`config.mk`:
```
export PLATFORM = sky130hd
export DESIGN_NAME = usb_block_bridge
export DESIGN_NICKNAME = d
export VERILOG_FILES = /design/src/rtl/usb_block_bridge.sv
export SDC_FILE = /design/constraint.sdc
export NUM_CORES = 2
export LEC_CHECK = 0
export ABC_AREA = 0
export CORE_AREA = 2 2 417 419
export CTS_CLUSTER_DIAMETER = 150
export DETAILED_ROUTE_END_ITERATION = 7
export DIE_AREA = 0 0 419 421
export MAX_ROUTING_LAYER = met4
export SYNTH_ARGS = -nofsm -noshare
export SYNTH_HDL_FRONTEND = slang
export SYNTH_SLANG_ARGS = --single-unit
```
`constraint.sdc`:
```
create_clock -name clk -period 28.7 [get_ports clk]
set_clock_uncertainty 0.1 [all_clocks]
set_input_delay 2.87 -clock clk [delete_from_list [all_inputs] [get_ports clk]]
set_output_delay 2.87 -clock clk [all_outputs]
set_load 0.02 [all_outputs]
```
`src/rtl/usb_block_bridge.sv`:
```
// usb_block_bridge: joins the byte-wide USB protocol side to the wide-block
// application side. The RX path packs strobed bytes into BYTES-wide blocks.
// It has a selectable byte order and an optional partial-block timeout. The TX
// path serialises a captured block into a valid/ack byte stream. It can append
// an optional two's-complement checksum byte.
module usb_block_bridge #(
   parameter int BYTES       = 66,
   parameter int LSB_FIRST   = 1,
   parameter int TIMEOUT     = 0,
   parameter int TX_CHECKSUM = 0
) (
   input  logic                 clk,
   input  logic                 n_rst,
   input  logic [7:0]           usb_data_in,
   input  logic                 new_byte,
   input  logic                 rx_abort,
   output logic [8*BYTES-1:0]   rx_block,
   output logic                 rx_valid,
   output logic                 rx_timeout,
   input  logic [8*BYTES-1:0]   tx_block,
   input  logic                 tx_load,
   output logic                 tx_busy,
   output logic                 tx_drop,
   output logic [7:0]           tx_byte,
   output logic                 tx_byte_valid,
   input  logic                 tx_byte_ack,
   output logic                 shift_out
);

   localparam int W  = 8 * BYTES;
   localparam int CW = $clog2(BYTES + 1);
   localparam int IW = $clog2(BYTES);
   localparam int TW = (TIMEOUT > 0) ? $clog2(TIMEOUT + 1) : 1;

   typedef enum logic [1:0] {TX_IDLE, TX_SEND, TX_CSUM, TX_DONE} tx_state_t;

   // Bit offset of byte k inside a block. RX and TX both use this mapping.
   function automatic int slot_pos(input int k);
      return (LSB_FIRST != 0) ? 8 * k : 8 * (BYTES - 1 - k);
   endfunction

   function automatic logic [7:0] pick_byte(input logic [W-1:0] blk, input int k);
      return blk[slot_pos(k) +: 8];
   endfunction

   logic [W-1:0]  rx_work;
   logic [W-1:0]  rx_work_next;
   logic [CW-1:0] rx_cnt;
   logic [TW-1:0] rx_timer;

   tx_state_t     tx_state;
   logic [W-1:0]  tx_shadow;
   logic [IW-1:0] tx_idx;
   logic [7:0]    tx_sum;
   logic [7:0]    tx_sum_next;

   // The working register with the incoming byte merged in. On completion this
   // value is copied straight to rx_block, so the final byte is included.
   always_comb begin
      rx_work_next = rx_work;
      rx_work_next[slot_pos(int'(rx_cnt)) +: 8] = usb_data_in;
   end

   // RX assembly, completion, abort and idle timeout. An abort beats a
   // simultaneous byte, and an arriving byte beats an expiring timeout.
   always_ff @(posedge clk) begin
      if (!n_rst) begin
         rx_cnt     <= '0;
         rx_timer   <= '0;
         rx_block   <= '0;
         rx_valid   <= 1'b0;
         rx_timeout <= 1'b0;
      end else begin
         rx_valid   <= 1'b0;
         rx_timeout <= 1'b0;
         if (rx_abort) begin
            rx_cnt   <= '0;
            rx_timer <= '0;
         end else if (new_byte) begin
            rx_work  <= rx_work_next;
            rx_timer <= '0;
            if (rx_cnt == CW'(BYTES - 1)) begin
               rx_block <= rx_work_next;
               rx_valid <= 1'b1;
               rx_cnt   <= '0;
            end else begin
               rx_cnt <= rx_cnt + 1'b1;
            end
         end else if (TIMEOUT > 0 && rx_cnt != '0) begin
            if (rx_timer == TW'(TIMEOUT - 1)) begin
               rx_cnt     <= '0;
               rx_timer   <= '0;
               rx_timeout <= 1'b1;
            end else begin
               rx_timer <= rx_timer + 1'b1;
            end
         end else begin
            rx_timer <= '0;
         end
      end
   end

   assign tx_sum_next = tx_sum + tx_byte;

   // TX state machine. tx_byte is preloaded one state ahead, so the output
   // is already registered and stays stable until it is acked.
   always_ff @(posedge clk) begin
      if (!n_rst) begin
         tx_state      <= TX_IDLE;
         tx_shadow     <= '0;
         tx_idx        <= '0;
         tx_sum        <= '0;
         tx_byte       <= '0;
         tx_byte_valid <= 1'b0;
         tx_busy       <= 1'b0;
         tx_drop       <= 1'b0;
         shift_out     <= 1'b0;
      end else begin
         tx_drop <= tx_load && (tx_state != TX_IDLE);
         case (tx_state)
            TX_IDLE: begin
               shift_out <= 1'b0;
               if (tx_load) begin
                  tx_shadow     <= tx_block;
                  tx_idx        <= '0;
                  tx_sum        <= '0;
                  tx_byte       <= pick_byte(tx_block, 0);
                  tx_byte_valid <= 1'b1;
                  tx_busy       <= 1'b1;
                  tx_state      <= TX_SEND;
               end
            end
            TX_SEND: begin
               if (tx_byte_ack) begin
                  tx_sum <= tx_sum_next;
                  if (tx_idx == IW'(BYTES - 1)) begin
                     if (TX_CHECKSUM != 0) begin
                        tx_byte  <= 8'd0 - tx_sum_next;
                        tx_state <= TX_CSUM;
                     end else begin
                        tx_byte       <= '0;
                        tx_byte_valid <= 1'b0;
                        shift_out     <= 1'b1;
                        tx_state      <= TX_DONE;
                     end
                  end else begin
                     tx_idx  <= tx_idx + 1'b1;
                     tx_byte <= pick_byte(tx_shadow, int'(tx_idx) + 1);
                  end
               end
            end
            TX_CSUM: begin
               if (tx_byte_ack) begin
                  tx_byte       <= '0;
                  tx_byte_valid <= 1'b0;
                  shift_out     <= 1'b1;
                  tx_state      <= TX_DONE;
               end
            end
            TX_DONE: begin
               shift_out <= 1'b0;
               tx_busy   <= 1'b0;
               tx_state  <= TX_IDLE;
            end
            default: begin
               tx_state <= TX_IDLE;
            end
         endcase
      end
   end

endmodule

```
==> results.yml <==
global_route:
  grt_pass1_wl_um: 339600
  grt_pass1_vias: 48111
  antenna_found_initial: 65
  grtUsageTotal_pct: 27.03
  grt.overflow.total: 0
  grt_max_degree: 248
clock_network:
  clk_path_buf_depth: 3
  clk_latency_ps: 820
  cts_inserted_buffers: 173
  cts_root_buf: "clkbuf_16"
  cts.sinks: 1605
  cts_setup_buffers: 0
  cts_htree_levels: 4
  clkTransAtPathRegs_ps: 60
  cts_resized: 0
  cts_tree: "done"
  postCtsHoldBufs: 0
yosys:
  synth_edf_count: 528
  synthArstFlopShare_pct: 0
  synth.area.top_cells: "dfxtp_1 (33%), edfxtp_1 (25%), nand2_1 (8.1%), mux2_2 (7.0%), a21oi_1 (5.8%)"
  synth-seq-cells: 1605
  post_synth_num_cell_types: 65
  yosysWarnings: 0
  yosysSeqAreaShare_pct: 57.95
  synth_area_um2: 64560
  synth_top_area_share_pct: 33.39
  syn_area_per_cell_um2: 10.37
  syn_inst: 6228
  synth_top_cell_by_area: "dfxtp_1"
  syn-num-nets: 6781
  ys.flop_type: "dfxtp_1"
final_layout:
  nets: 7625
  fillCellCount: 15995
  final_area_um2: 82840
  multi_input_area_um2: 24970
  layoutNonFillerInstCount: 9597
  seqCellArea_um2: 37430
  area_growth_pct: 28.30
  drive_gt1_share_pct: 14.91
timing:
  drv_slew: 0
  worst_slew_pin_slew_ps: 1443
  fin_crit_sh_pct: 24.04
  hold_viol_final: 0
  relSlewSlack_pct: 3.577
  max_freq_mhz: 144.9
  tns_ps: 0
  whs_ps: 351.6
  setup_viol: 0
  fin_crit_ps: 6900
  rsz0062_at_grt: "false"
hold_path:
  min-delay-start: "rx_block[320]"
  min_path_type: "reg -> reg"
routing:
  first_pass_iters: 5
  via_count: 51201
  wl_um: 241800
  drt-wirelength-per-cell_um: 25.19
  drt-initial-drc-count: 4624
  ant_nets: 0
  viasPerCell: 5.335
  routed.top_layer: "met4"
  drc: 0
  wl_met1_um: 96960
  wl_met3_um: 16620
  dr_wl_met2_um: 116700
floorplanning:
  rows: 153
  coreArea_um2: 172500
  io_pins: 1084
  chipWidth_um: 419
  die_h_um: 421
  dieArea_um2: 176400
  start_util_pct: 37.43
placement:
  place_inst: 9222
  hpwl_um: 167800
  portBuffers: 1082
  placed_area_um2: 77060
  finalWeightedCongestion: 0.9165
setup_path:
  crit_family: "buffers and inverters"
  cp.arrival_ps: 7230
  endpoint_kind: "register"
  critPathMaxFanout: 80
  cp-startpoint: "rx_abort"
  reg2reg_from: "rx_cnt[0]"
  cp_slowest_stage_delay_ps: 970
  crit_buf_inv: 4
  worst-endpoint-required_ps: 29030
  slowest_stage: "buf_4"
  crit_type: "in -> reg"
  startpoint_type: "primary input"
  crit_top_cell: "buf_4"
  worstPathCellList: "clkdlybuf4s50_1 -> nand2b_1 -> nor2_4 -> buf_4 -> buf_4 -> buf_4"
run_status:
  status: "completed"
pwr:
  power.leakage_uw: 0.02894
  p_per_area_nw_per_um2: 68.55
  ir_drop_uv: 64.50
run:
  drv_cap: 0
## cell families (layout without fill, tap and decap cells)
logic type / Yosys count / in the layout / share of synthesized area, %
adder cells (fa/ha/maj): 11 / 11 / 0.2132
XOR/XNOR: 15 / 15 / 0.2035
multiplexers: 645 / 645 / 12.92
other: 1 / 52 / 0.005808
flip-flops: 1605 / 1605 / 57.95
AO/OA/AOI/OAI: 1532 / 1532 / 13.94
AND/OR/NAND/NOR: 1828 / 1828 / 11.30
buffers and inverters: 591 / 1584 / 3.461
## report_power, final
| part | switching, uW | internal (uW) |
|---|---|---|
| logic | 541 | 310 |
| clock network | 950 | 1280 |
| registers | 98.0 | 2500 |
## cells in the mapped netlist (8+ instances only)
cell      number
nand2_1     1388
dfxtp_1     1077
a21oi_1      750
edfxtp_1     528
o21ai_0      453
clkbuf_1     436
mux2_2       399
nor2_1       278
o21ba_2      195
mux2i_1      135
inv_1        113
mux4_2       111
a22oi_1       33
buf_1         30
nor2b_1       24
nand3_1       23
and2_1        19
nand4_1       19
a31oi_1       16
a211oi_1      15
nor3_1        14
o22ai_1       14
a21boi_0      12
ha_1          11
o21ba_1       11
buf_2         10
nor4_1        10
nand2b_1       9
nor2_2         9
xor2_1         8
## stage by stage
stage                     util [%]  setup WS, ps  total power [uW]
after floorplan                  -          2099              3172
after global placement       44.68         20970              3467
after detailed placement     44.68         20880              3484
after CTS                    47.95         21720              5699
after global routing         48.02         21490              5889
final                        48.03         21800              5678
## state kept, by name, indices dropped and copies added (netlist names)
| name | flops |
|---|---|
| rx_block | 528 |
| rx_cnt | 7 |
| rx_valid | 1 |
| rx_work | 528 |
| shift_out | 1 |
| tx_busy | 1 |
| tx_byte | 8 |
| tx_byte_valid | 1 |
| tx_drop | 1 |
| tx_idx | 7 |
| tx_shadow | 520 |
| tx_state | 2 |
## worst reg2reg max path: stages, from the launching register on
cell and delay, ps:
dfxtp_1 460, inv_1 180, ha_1 370, nor3b_2 560
and2_1 210, ha_1 160, nor2b_1 750, nand2b_1 680
nor2_1 1030, mux2_2 440
## metal layers
metal  vias up  track usage, %
met5         -               -
met4         0           12.03
met3       394           5.391
met2      1815           43.14
met1     25595           33.05
li1      23397               -
## layout by cell type, fill, tap and decap left out, types with 7 or more instances in the layout
master	Yosys	routed
nand2_1	1388	1387
dfxtp_1	1077	1074
clkdlybuf4s50_1	0	1073
a21oi_1	750	750
edfxtp_1	528	528
o21ai_0	453	453
mux2_2	399	399
nor2_1	278	272
o21ba_2	195	195
clkbuf_16	0	179
mux2i_1	135	135
inv_1	113	113
mux4_2	111	111
buf_4	1	65
clkbuf_1	436	56
diode_2	0	51
clkbuf_8	0	34
a22oi_1	33	33
clkinv_2	0	28
nor2b_1	24	24
nand3_1	23	23
nand4_1	19	19
and2_1	19	18
a31oi_1	16	16
a211oi_1	15	15
o22ai_1	14	14
nor3_1	14	13
a21boi_0	12	12
nor2_2	9	11
o21ba_1	11	11
ha_1	11	11
nor4_1	10	10
nand2b_1	9	9
clkinv_1	0	9
xor2_1	8	8
xnor2_1	7	7
o211ai_1	7	7
o221ai_1	7	7
## final timing paths
check / end / depth (start not counted) / slack, ps
hold reg to reg: rx_block[320] / 2 / 350
hold / removal: rx_block[320] / 2 / 350
setup / recovery: rx_work[188] / 6 / 21800
setup reg to reg: rx_work[380] / 9 / 23510
## area by class of cell
type / instances / share of cell area [%]
inverters: 114 / 0.5256
clock buffers: 269 / 6.226
multi-input cells: 4032 / 30.14
well taps: 2325 / 3.512
diodes: 51 / 0.1541
repair buffers: 1146 / 13.67
flip-flops and latches: 1605 / 45.18
clock inverters: 55 / 0.5921
(Power assumes the default switching activity.)
